File: config.mk
export PLATFORM = sky130hd
export DESIGN_NAME = fifo_memory
export DESIGN_NICKNAME = d
export VERILOG_FILES = /design/src/rtl/fifo_memory_pkg.sv /design/src/rtl/fifo_memory_ram.sv /design/src/rtl/fifo_memory.sv
export SDC_FILE = /design/constraint.sdc
export NUM_CORES = 1
export LEC_CHECK = 0
export CAP_MARGIN = 30
export CORE_ASPECT_RATIO = 0.7
export CORE_MARGIN = 2
export CORE_UTILIZATION = 60
export DETAILED_ROUTE_END_ITERATION = 10
export PLACE_DENSITY = 0.79
export SLEW_MARGIN = 20
export SYNTH_ARGS = -nofsm -noshare
export SYNTH_HDL_FRONTEND = slang
export SYNTH_HIERARCHICAL = 1
export SYNTH_SLANG_ARGS = --single-unit
File: constraint.sdc
create_clock -name clk -period 3.1 [get_ports clk]
set_input_delay 0.62 -clock clk [delete_from_list [all_inputs] [get_ports clk]]
set_output_delay 0.62 -clock clk [all_outputs]
set_load 0.02 [all_outputs]
File: src/rtl/fifo_memory_pkg.sv
// Shared default geometry and flag thresholds for the synchronous FIFO.
package fifo_memory_pkg;
    localparam int FIFO_DATA_WIDTH = 8;
    localparam int FIFO_ADDR_WIDTH = 4;
    localparam int FIFO_ALE_THRESH = 2;
    localparam int FIFO_ALF_THRESH = 14;
endpackage

File: src/rtl/fifo_memory_ram.sv
// DEPTH x DATA_WIDTH storage with one synchronous write port and one registered read port.
module fifo_memory_ram #(
    parameter int DATA_WIDTH = 8,
    parameter int ADDR_WIDTH = 4
) (
    input  logic                  clk,
    input  logic                  wr_en,
    input  logic [ADDR_WIDTH-1:0] wr_addr,
    input  logic [DATA_WIDTH-1:0] wr_data,
    input  logic                  rd_en,
    input  logic [ADDR_WIDTH-1:0] rd_addr,
    output logic [DATA_WIDTH-1:0] rd_data
);
    logic [DATA_WIDTH-1:0] mem [2**ADDR_WIDTH];

    // Same-address read and write in one cycle returns the old word.
    always_ff @(posedge clk) begin
        if (wr_en) mem[wr_addr] <= wr_data;
        if (rd_en) rd_data <= mem[rd_addr];
    end
endmodule

File: src/rtl/fifo_memory.sv
// Single-clock FIFO: pointers, occupancy counter, status flags and error pulses around fifo_memory_ram.
module fifo_memory
    import fifo_memory_pkg::*;
#(
    parameter int DATA_WIDTH = FIFO_DATA_WIDTH,
    parameter int ADDR_WIDTH = FIFO_ADDR_WIDTH,
    parameter int ALE_THRESH = FIFO_ALE_THRESH,
    parameter int ALF_THRESH = FIFO_ALF_THRESH
) (
    input  logic                  clk,
    input  logic                  reset,
    input  logic [DATA_WIDTH-1:0] din,
    input  logic                  write,
    input  logic                  read,
    output logic [DATA_WIDTH-1:0] dout,
    output logic                  empty,
    output logic                  full,
    output logic                  ale,
    output logic                  alf,
    output logic                  wr_err,
    output logic                  rd_err
);
    localparam int DEPTH = 2**ADDR_WIDTH;
    localparam logic [ADDR_WIDTH:0] DEPTH_C = (ADDR_WIDTH+1)'(DEPTH);
    localparam logic [ADDR_WIDTH:0] ALE_C   = (ADDR_WIDTH+1)'(ALE_THRESH);
    localparam logic [ADDR_WIDTH:0] ALF_C   = (ADDR_WIDTH+1)'(ALF_THRESH);

    logic [ADDR_WIDTH-1:0] wr_ptr, rd_ptr;
    logic [ADDR_WIDTH:0]   count;
    logic                  wr_ok, rd_ok;
    logic                  dout_valid;
    logic [DATA_WIDTH-1:0] ram_data;

    assign empty = (count == '0);
    assign full  = (count == DEPTH_C);
    assign ale   = (count <= ALE_C);
    assign alf   = (count >= ALF_C);

    // A read frees a slot in the same cycle, so a full FIFO still takes a paired write.
    assign rd_ok = read && !empty;
    assign wr_ok = write && (!full || rd_ok);

    always_ff @(posedge clk or negedge reset) begin
        if (!reset) begin
            wr_ptr     <= '0;
            rd_ptr     <= '0;
            count      <= '0;
            wr_err     <= 1'b0;
            rd_err     <= 1'b0;
            dout_valid <= 1'b0;
        end else begin
            wr_err <= write && !wr_ok;
            rd_err <= read && !rd_ok;
            if (wr_ok) wr_ptr <= wr_ptr + 1'b1;
            if (rd_ok) begin
                rd_ptr     <= rd_ptr + 1'b1;
                dout_valid <= 1'b1;
            end
            case ({wr_ok, rd_ok})
                2'b10:   count <= count + 1'b1;
                2'b01:   count <= count - 1'b1;
                default: count <= count;
            endcase
        end
    end

    // The RAM read register has no reset; mask it until a read lands after reset.
    assign dout = dout_valid ? ram_data : '0;

    fifo_memory_ram #(
        .DATA_WIDTH(DATA_WIDTH),
        .ADDR_WIDTH(ADDR_WIDTH)
    ) u_ram (
        .clk    (clk),
        .wr_en  (wr_ok),
        .wr_addr(wr_ptr),
        .wr_data(din),
        .rd_en  (rd_ok),
        .rd_addr(rd_ptr),
        .rd_data(ram_data)
    );
endmodule

Word-level counts from Yosys, hierarchy flattened
Memory sizes are Yosys's and may differ from the RTL's. A register that Yosys moved wholly into a read port is not among the register bits. Index checks and enable logic that the tools add are counted.

Output and inout bits: 14. Bits in registers: 16. Memories: 1. Bits in writable memories: 128. Word-level logic and storage cells: 31.

$add $sub $neg: 4. Reduce and logical (&&, ||, !) cells: 11. Multiplexer cells: 4. Equal/unequal tests: 3. Order comparisons: 2.

Memories: u_ram.mem (words 16, width 8, read ports 1, clocked after memory_dff 1, write ports 1, RTL line fifo_memory_ram.sv:14) `logic [DATA_WIDTH-1:0] mem [2**ADDR_WIDTH];`.

Operator list (number): one-hot mux 5 bit (2 select lines) (1); adder 4 x 1 -> 4 bit (second input constant) (2); 2-to-1 mux 8 bit (1); adder 5 x 1 -> 5 bit (second input constant) (1); == test 5 bit (second input constant) (1); greater-or-equal comparator 5 x 4 -> 1 bit (second input constant) (1); <= comparator 5 x 2 -> 1 bit (second input constant) (1); zero test 5 bit (1); subtractor 5 x 1 -> 5 bit (second input constant) (1); logical AND 1 bit (4); zero test 1 bit (4); == test 2 x 1 -> 1 bit (second input constant) (1); == test 2 bit (second input constant) (1); 2-to-1 mux 1 bit (2); nonzero test 2 bit (1); logical OR 1 bit (1).

Logic depth before layout (Yosys ltp)
Gate-level depths: netlist of run 1.

Depth after elaboration: 7. Depth in mapped cells: 10.

Hierarchy
Netlist of run 1, hierarchy kept.

By module, submodules not included: fifo_memory_ram (cells an instance 229, area each 5227.5 sq um, times used 1); fifo_memory (cells an instance 86, area each 920.9 sq um, times used 1).

Worst setup path after synthesis of run 1
OpenSTA, ideal clock, no wires.

Kind: input to register. Start: in read. End: reg count[4]. Stages: 9. Arrival time: 2.433 ns. Slack: 0.522 ns. Buffers on the path: 0. Setup time: 0.145 ns. Cells stage by stage: inv_1 -> a21oi_2 -> ha_1 -> inv_1 -> fa_1 -> nor2b_1 -> o2111ai_1 -> o311ai_0 -> o211ai_1.

Word-level cells in the longest chain between the ends: 5.

RTL lines: start, declared (RTL line fifo_memory.sv:14) `input logic read,`; logical AND 1 bit (*) (RTL line fifo_memory.sv:40) `assign rd_ok = read && !empty;`; named net rd_ok (RTL line fifo_memory.sv:30) `logic wr_ok, rd_ok;`; logical OR 1 bit (RTL line fifo_memory.sv:41) `assign wr_ok = write && (!full || rd_ok);`; logical AND 1 bit (RTL line fifo_memory.sv:41); == test 2 x 1 -> 1 bit / == test 2 bit (equally long branches) (RTL line fifo_memory.sv:59) `case ({wr_ok, rd_ok})`; one-hot mux 5 bit (2 select lines) / nonzero test 2 bit (equally long branches); end signal, assigned (RTL line fifo_memory.sv:60) `2'b10: count <= count + 1'b1;`; end signal, assigned (RTL line fifo_memory.sv:61) `2'b01: count <= count - 1'b1;`; end signal, assigned (RTL line fifo_memory.sv:62) `default: count <= count;`; end, declared (RTL line fifo_memory.sv:29) `logic [ADDR_WIDTH:0] count;`.

The timed path passes the listed nets; every way through them passes the cells marked *. A chain may end at the register's enable or synchronous reset.

Worst setup path after layout of run 1
Start: reg count[3]. End: out empty.

Word-level cells in the longest chain between the ends: 1.

RTL lines: zero test 5 bit (RTL line fifo_memory.sv:34) `assign empty = (count == '0);`; end, declared (RTL line fifo_memory.sv:16) `output logic empty,`.

No other way between the ends.

==> Implementation_results.wiki, run 1 <==
{| class="wikitable"
! Metric !! Value
|-
| Clock tree buffer depth || 2
|-
| Fraction of synthesized cell area taken by the top area cell type || 0.664
|-
| RR Endpoint || count[4]
|-
| Leakage power of the design || approximately 2.5 nW
|-
| Master of the slowest instance on the critical path || sky130_fd_sc_hd__clkdlybuf4s50_1
|-
| Reg-to-reg setup timing slack || about 370 ps
|-
| Crit-path max FO || 5
|-
| Critical path startpoint || count[3]
|-
| Compound-Gate Fraction of Synth Area || 0.0368
|-
| Number of design-rule violations left by the first detailed-router iteration || 278
|-
| Final number of hold-violating endpoints || 0
|-
| Antenna violations before repair || 0
|-
| TritonCTS buffer count || 17
|-
| Number of gates resized after cts || 0
|-
| Relative max-transition margin || 0.462
|-
| CTS tree || built
|-
| Total of max-cap violations || 0
|-
| Average cell area after synthesis || 19.5 µm²
|-
| Required @ worst endpoint || 2480 ps
|-
| Placed cell areas || 6670 µm²
|-
| Number of synthesized flops with an enable pin || ~140
|-
| Highest clock frequency the design can meet || ~360 MHz
|-
| Least-Margin Pin Slew || ~810 ps
|-
| Via count of the first global-routing pass || 3158
|-
| Post-synth design cell area || 6150 µm²
|-
| Ant. Diodes || 0
|-
| Clock-pin slew on the worst setup and hold paths || 60 ps
|-
| Fin Clk Skew || 11.4 ps
|-
| Final HPWL DP || a little under 8000 µm
|-
| Maximum level of the CTS H-tree || 4
|-
| Syn_nets || 334
|-
| FF+latch count, synth || approximately 150
|-
| Synth area leader || sky130_fd_sc_hd__edfxtp_1
|-
| Via total after detailed routing || around 3200
|-
| Adder-cell share of the synthesized area || 0.0155
|-
| Post-Synthesis Cells || roughly 320
|-
| Dominant combinational cell family by area after synthesis || multiplexers
|-
| Final setup slack of the worst path || between 300 and 400 ps
|-
| Time the worst path needs with I/O delays and setup || 2760 ps
|-
| Die Footprint || around 11000 µm²
|-
| Largest cells by area after synthesis || sky130_fd_sc_hd__edfxtp_1, sky130_fd_sc_hd__mux4_2, sky130_fd_sc_hd__dfrtp_1
|-
| Share of final-layout standard cells stronger than drive strength 1 || 0.214
|-
| Total global routing track utilization || 0.238
|-
| Highest cell delay on the worst timing path || about 620 ps
|-
| Simple-gate share of the synthesized area || 0.0564
|-
| Kind of cell adding the most delay to the critical path || simple AND/OR/NAND/NOR gates
|-
| Category of the most critical setup path || reg2out
|-
| Critical path destination || empty
|-
| Number of input and output port buffers inserted || 25
|-
| Buffers & Inverters on Critical Path || 1
|-
| Setup Viol. Count Final || 0
|-
| Sequential share of the synthesized area || 0.729
|-
| Final weighted congestion in routability-driven placement || 0.764
|-
| Maximum number of pins on one net before global-route repair || 19
|-
| Final layout net count || 394
|-
| Core region area || 9830 µm²
|-
| Endpoint type of the worst setup path || primary output
|-
| Run status || finished clean
|-
| Critical Path, Cell by Cell || nor4_4 -> and2_1 -> clkdlybuf4s50_1
|-
| Vertical extent of the die || 88.7 µm
|-
| Clock latency of the later-clocked register in the worst-skew pair || 420 ps
|-
| Critical Path Source Type || flop
|-
| Portion of netlist area occupied by mux cells || 0.129
|-
| Cell count of the worst reg-to-reg path || 10
|-
| First-pass iteration count of the detailed router || 5
|-
| Yosys warnings || 6
|-
| Number of antenna-violating nets in the routed design || 0
|-
| Reg-to-reg startpoint || count[3]
|-
| Total negative slack || 0 ps
|-
| Post-CTS repair timing setup buffer count || 0
|-
| Final instance area || roughly 7200 µm²
|-
| Data arrival time of the worst path || about 2100 ps
|-
| Average routed wire per standard cell || 22.9 µm
|-
| Initial Utilization || 0.625
|-
| Final period util || 0.891
|-
| Pre-CTS worst setup slack || 83.3 ps
|-
| Class of the tightest hold or removal check || reg2reg
|-
| Horizontal extent of the die || 125 µm
|-
| Global-route wire length before repair || 18600 µm
|-
| Post-route DRC violation count || 0
|-
| # IOs || 26
|-
| Number of sinks handled by clock tree synthesis || between 150 and 200
|-
| Remaining global-route overflow || 0
|-
| Site row count || 30
|-
| Number of different library cells in the post-synthesis netlist || 43
|-
| Xor and xnor area share after synthesis || 0.0128
|-
| Proportion of register bits with asynchronous set or reset after synthesis || 0.105
|-
| Via-to-Cell Ratio || 6.14
|-
| Hold buffer count at cts || 0
|-
| Final WL || approximately 12000 µm
|-
| Clk Tree Root Cell || sky130_fd_sc_hd__clkbuf_16
|-
| Unrepaired setup endpoints after global routing || no
|-
| Instance count on the critical path || 3
|-
| IR drop worst, VDD || 519 µV
|-
| Pins Over Slew Limit || 0
|-
| Syn-to-layout area delta || 17.5%
|-
| Power per standard cell area || ~930 nW/µm²
|-
| Worst hold-check slack || 535 ps
|-
| Commonest register cell after synthesis || sky130_fd_sc_hd__edfxtp_1
|}
==> worst min-delay path by stage <==
stage                endpoint  startpoint  slack, ps  cells after the start
finish              rd_ptr[3]   rd_ptr[3]        540                      1
CTS                 rd_ptr[3]   rd_ptr[3]        530                      1
floorplan            count[0]       reset        320                      0
global route        rd_ptr[3]   rd_ptr[3]        550                      1
detailed placement  rd_ptr[3]   rd_ptr[3]        520                      1
global placement    rd_ptr[3]   rd_ptr[3]        520                      1
==> sequential cells by signal, summed over array words and instances, names as in the netlist <==
register	count
count	5
dout_valid	1
rd_err	1
rd_ptr	4
u_ram/mem	128
u_ram/rd_data	8
wr_err	1
wr_ptr	4
==> per-stage QoR <==
stage,std cells,util,total power [mW]
floorplan,315,-,4.18
global placement,484,0.678,4.78
detailed placement,484,0.678,4.86
CTS,515,0.735,6.76
global route,515,0.735,7.03
finish,515,0.735,6.71
==> power by group <==
part           switching, mW  leakage [nW]  internal, mW
clock                  0.792         0.267          1.11
sequential             0.297          1.43          2.61
combinational          0.978         0.822         0.934
==> kinds of logic after synthesis <==
family | Yosys count
buf+inv | 19
fa+ha+maj | 7
mux | 34
xor+xnor | 9
simple gates | 65
flops | 152
compound gates | 29
==> metal layers <==
metal	vias up	part of all wire	track usage
met5	-	0	0
met4	0	0.012	0.0747
met1	1595	0.43	0.336
met2	148	0.47	0.369
li1	1408	-	-
met3	13	0.086	0.0713
==> cell usage after synthesis (all sizes together), types with 2 or more instances <==
| library cell | n |
|---|---|
| edfxtp | 136 |
| mux4 | 32 |
| a22oi | 16 |
| dfrtp | 16 |
| nand2 | 16 |
| nor2 | 14 |
| and2 | 11 |
| buf | 8 |
| inv | 8 |
| ha | 6 |
| xnor2 | 5 |
| nor3 | 4 |
| xor2 | 4 |
| clkdlybuf4s25 | 3 |
| nand3 | 3 |
| nand4 | 3 |
| o21ai | 3 |
| a21oi | 2 |
| mux2 | 2 |
| nand2b | 2 |
| nand3b | 2 |
| nor2b | 2 |
| or2 | 2 |
==> worst register-to-register path, delay by kind of cell (launching register included) <==
kind                     cells  cell delay [ps]
flip-flops                   1              460
AO/OA/AOI/OAI                4              510
adder cells (fa/ha/maj)      2              720
AND/OR/NAND/NOR              2              660
buffers and inverters        2              250
==> final cells by class <==
type | count | area, µm²
clock inverters | 13 | 125
repair buffers | 52 | 453
inverters | 8 | 30.0
flip-flops and latches | 152 | 4490
fillers | 584 | 2610
multi-input cells | 144 | 1540
clock buffers | 18 | 429
well taps | 128 | 160
==> layout by cell type (no fill, tap or decap), drive strengths merged, types with 2 or more instances in the layout <==
| master | netlist | final |
|---|---|---|
| xor2 | 4 | 4 |
| nor2 | 14 | 14 |
| a21oi | 2 | 2 |
| o21ai | 3 | 3 |
| nand4 | 3 | 3 |
| clkbuf | 0 | 18 |
| clkdlybuf4s50 | 0 | 25 |
| mux2 | 2 | 2 |
| a22oi | 16 | 16 |
| nand2b | 2 | 2 |
| xnor2 | 5 | 5 |
| dfrtp | 16 | 16 |
| clkinvlp | 0 | 2 |
| inv | 8 | 10 |
| and2 | 11 | 11 |
| edfxtp | 136 | 136 |
| or2 | 2 | 2 |
| nand2 | 16 | 16 |
| buf | 8 | 27 |
| nor3 | 4 | 4 |
| mux4 | 32 | 32 |
| clkinv | 0 | 8 |
| nand3b | 2 | 2 |
| nor2b | 2 | 2 |
| nand3 | 3 | 3 |
| ha | 6 | 6 |
Note: power is estimated with default switching activity, not from simulation.
==> run 2: changes to the inputs <==
- CAP_MARGIN: 30 -> 20
- SLEW_MARGIN: 20 -> unset
==> results of run 2 <==
Final layout, timing and power as in run 1 (identical DEF).
==> run 3: changes to the inputs <==
--- a/config.mk
+++ b/config.mk
@@ -7,3 +7,3 @@
 export LEC_CHECK = 0
-export CAP_MARGIN = 20
+export CAP_MARGIN = 0
 export CORE_ASPECT_RATIO = 0.7
==> constraint.sdc (replaced) <==
create_clock -name clk -period 3.1 [get_ports clk]
set_input_delay 0.465 -clock clk [delete_from_list [all_inputs] [get_ports clk]]
set_output_delay 0.465 -clock clk [all_outputs]
set_load 0.02 [all_outputs]
==> run 3 against run 2 <==
  * Count of clock-buffer cells in the layout stayed put
  * Clock power is 9% higher
  * Sequential power hardly changed
  * Hold slack worse by 15 ps
  * Highest routed layer unchanged
==> Implementation_results.wiki, run 3 (synthesis results as in run 1) <==
{| class="wikitable"
! Metric !! Value
|-
| Maximum number of pins on one net before global-route repair || 36
|-
| Number of sinks handled by clock tree synthesis || 152
|-
| Max FFs per register || 128
|-
| Final setup slack of the worst path || ~200 ps
|-
| Clock latency of the later-clocked register in the worst-skew pair || about 410 ps
|-
| Register area || 4490 µm²
|-
| Setup Viol. Count Final || 0
|-
| Syn-to-layout area delta || 17.9%
|-
| Highest clock frequency the design can meet || 345 MHz
|-
| Number of design-rule violations left by the first detailed-router iteration || 433
|-
| Final HPWL DP || 7780 µm
|-
| Antenna violations before repair || 0
|-
| IR drop worst, VDD || 476 µV
|-
| Remaining global-route overflow || 0
|-
| Class of the tightest hold or removal check || in2async
|-
| Leakage power of the design || ~2.5 nW
|-
| Site row count || 30
|-
| # IOs || 26
|-
| Critical Path Source Type || flop
|-
| Clock tree buffer depth || 2
|-
| Hold buffer count at cts || 0
|-
| Ant. Diodes || 0
|-
| Least-Margin Pin Slew || 809 ps
|-
| Category of the most critical setup path || reg2reg
|-
| Required @ worst endpoint || 3360 ps
|-
| Clock-pin slew on the worst setup and hold paths || approximately 60 ps
|-
| Biggest register || u_ram/mem
|-
| Number of gates resized after cts || 0
|-
| Via total after detailed routing || 3229
|-
| Final weighted congestion in routability-driven placement || 0.799
|-
| CTS tree || built
|-
| Final period util || 0.936
|-
| Global-route wire length before repair || 18800 µm
|-
| TritonCTS buffer count || 17
|-
| Data arrival time of the worst path || between 3000 and 4000 ps
|-
| Die Footprint || between 10000 and 15000 µm²
|-
| Clk Tree Root Cell || sky130_fd_sc_hd__clkbuf_16
|-
| Worst hold-check slack || ~520 ps
|-
| Pins Over Slew Limit || 0
|-
| Total negative slack || 0 ps
|-
| Pre-CTS worst setup slack || 284 ps
|-
| Endpoint type of the worst setup path || flop
|-
| Commonest cells after routing, fill and taps aside || sky130_fd_sc_hd__edfxtp_1, sky130_fd_sc_hd__clkdlybuf4s50_1, sky130_fd_sc_hd__buf_4
|-
| Post-route DRC violation count || 0
|-
| Number of fillers in the final layout || 563
|-
| Number of input and output port buffers inserted || 25
|-
| Final WL || 12300 µm
|-
| Post-CTS repair timing setup buffer count || 0
|-
| Final number of hold-violating endpoints || 0
|-
| Power per standard cell area || 955 nW/µm²
|-
| Clock power share || 0.299
|-
| Area used by multi-input combinational logic || about 1500 µm²
|-
| Core region area || 9830 µm²
|-
| Average routed wire per standard cell || 23.9 µm
|-
| Reg power frac || 0.415
|-
| Fin Clk Skew || 5.09 ps
|-
| Crit-path max FO || 6
|-
| Number of antenna-violating nets in the routed design || 0
|-
| Total global routing track utilization || 0.242
|-
| Total of max-cap violations || 0
|-
| Power, Total || 6.92 mW
|-
| Initial Utilization || 0.625
|-
| Maximum level of the CTS H-tree || 4
|-
| Combinational share of power || 0.286
|-
| Run status || finished clean
|-
| Sw Ratio || 0.298
|-
| Registers with the most flip-flops || u_ram/mem (128), u_ram/rd_data (8), count (5)
|-
| Unrepaired setup endpoints after global routing || no
|-
| Vertical extent of the die || 88.7 µm
|-
| Via count of the first global-routing pass || 3197
|-
| First-pass iteration count of the detailed router || 5
|-
| Power dissipated by switching net loads || 2.06 mW
|-
| Via-to-Cell Ratio || roughly 6.3
|-
| Horizontal extent of the die || around 120 µm
|-
| Final layout net count || 392
|-
| Internal || between 4 and 5 mW
|-
| Leading cell type in the layout, fill and taps excluded || sky130_fd_sc_hd__edfxtp_1
|-
| Share of final-layout standard cells stronger than drive strength 1 || 0.194
|-
| Relative max-transition margin || 0.459
|-
| Time the worst path needs with I/O delays and setup || slightly below 3000 ps
|}
run 3: cell count changes in the layout (fill, tap and decap cells not counted):
cell                         before  now
sky130_fd_sc_hd__bufinv_16        1    4
sky130_fd_sc_hd__clkinvlp_4       2    0
sky130_fd_sc_hd__buf_4           27   25
sky130_fd_sc_hd__inv_6            2    0
sky130_fd_sc_hd__clkinv_4         6    0
sky130_fd_sc_hd__clkinv_1         0    7
sky130_fd_sc_hd__clkinv_2         2    3
run 3: cell type report:
class,count,share of cell area
multi-input combinational,144,0.213
clock buffer,18,0.0592
sequential,152,0.619
tap,128,0.0221
inverter,8,0.00414
timing repair buffer,50,0.0604
clock inverter,14,0.0223
run 3: power by group through the flow:
stage	logic, mW	registers, mW	clock network (mW)
3_3_place_gp	1.89	2.89	0
4_1_cts	1.97	2.87	2.09
5_1_grt	2.12	2.91	2.18
2_1_floorplan	1.39	2.80	0
6_report	1.98	2.87	2.07
3_5_place_dp	1.94	2.91	0
run 3: worst paths after layout:
path | from | end | slack (ps) | cells past startpoint
worst min-delay path | reset | wr_ptr[0] | 520 | 1
worst max register to register | count[3] | count[4] | 200 | 10
min in group clk | rd_ptr[3] | rd_ptr[3] | 530 | 1
worst max-delay path | count[3] | count[4] | 200 | 10
max in group asynchronous | reset | rd_ptr[0] | 2020 | 1
worst min register to register | rd_ptr[3] | rd_ptr[3] | 530 | 1
run 3: worst max-delay path, stage by stage, from the launching register on:
cell and delay [ps]:
sky130_fd_sc_hd__dfrtp_1 440, sky130_fd_sc_hd__nor4_4 450, sky130_fd_sc_hd__a31oi_4 130, sky130_fd_sc_hd__inv_1 80
sky130_fd_sc_hd__ha_1 290, sky130_fd_sc_hd__inv_1 170, sky130_fd_sc_hd__fa_1 440, sky130_fd_sc_hd__nor2b_1 260
sky130_fd_sc_hd__o2111ai_1 150, sky130_fd_sc_hd__o311ai_0 150, sky130_fd_sc_hd__o211ai_1 180
run 3: metal layers:
metal | global-route usage | vias up | share of wire
li1 | - | 1403 | -
met1 | 0.354 | 1654 | 0.45
met2 | 0.353 | 153 | 0.46
met3 | 0.0780 | 19 | 0.080
met4 | 0.0848 | 0 | 0.012
met5 | 0 | - | 0
run 3: through the flow:
stage	std cells	util	cell area [µm²]
floorplan	315	-	6150
global placement	482	0.677	6660
detailed placement	482	0.677	6660
CTS	514	0.737	7250
global route	514	0.737	7250
finish	514	0.737	7250
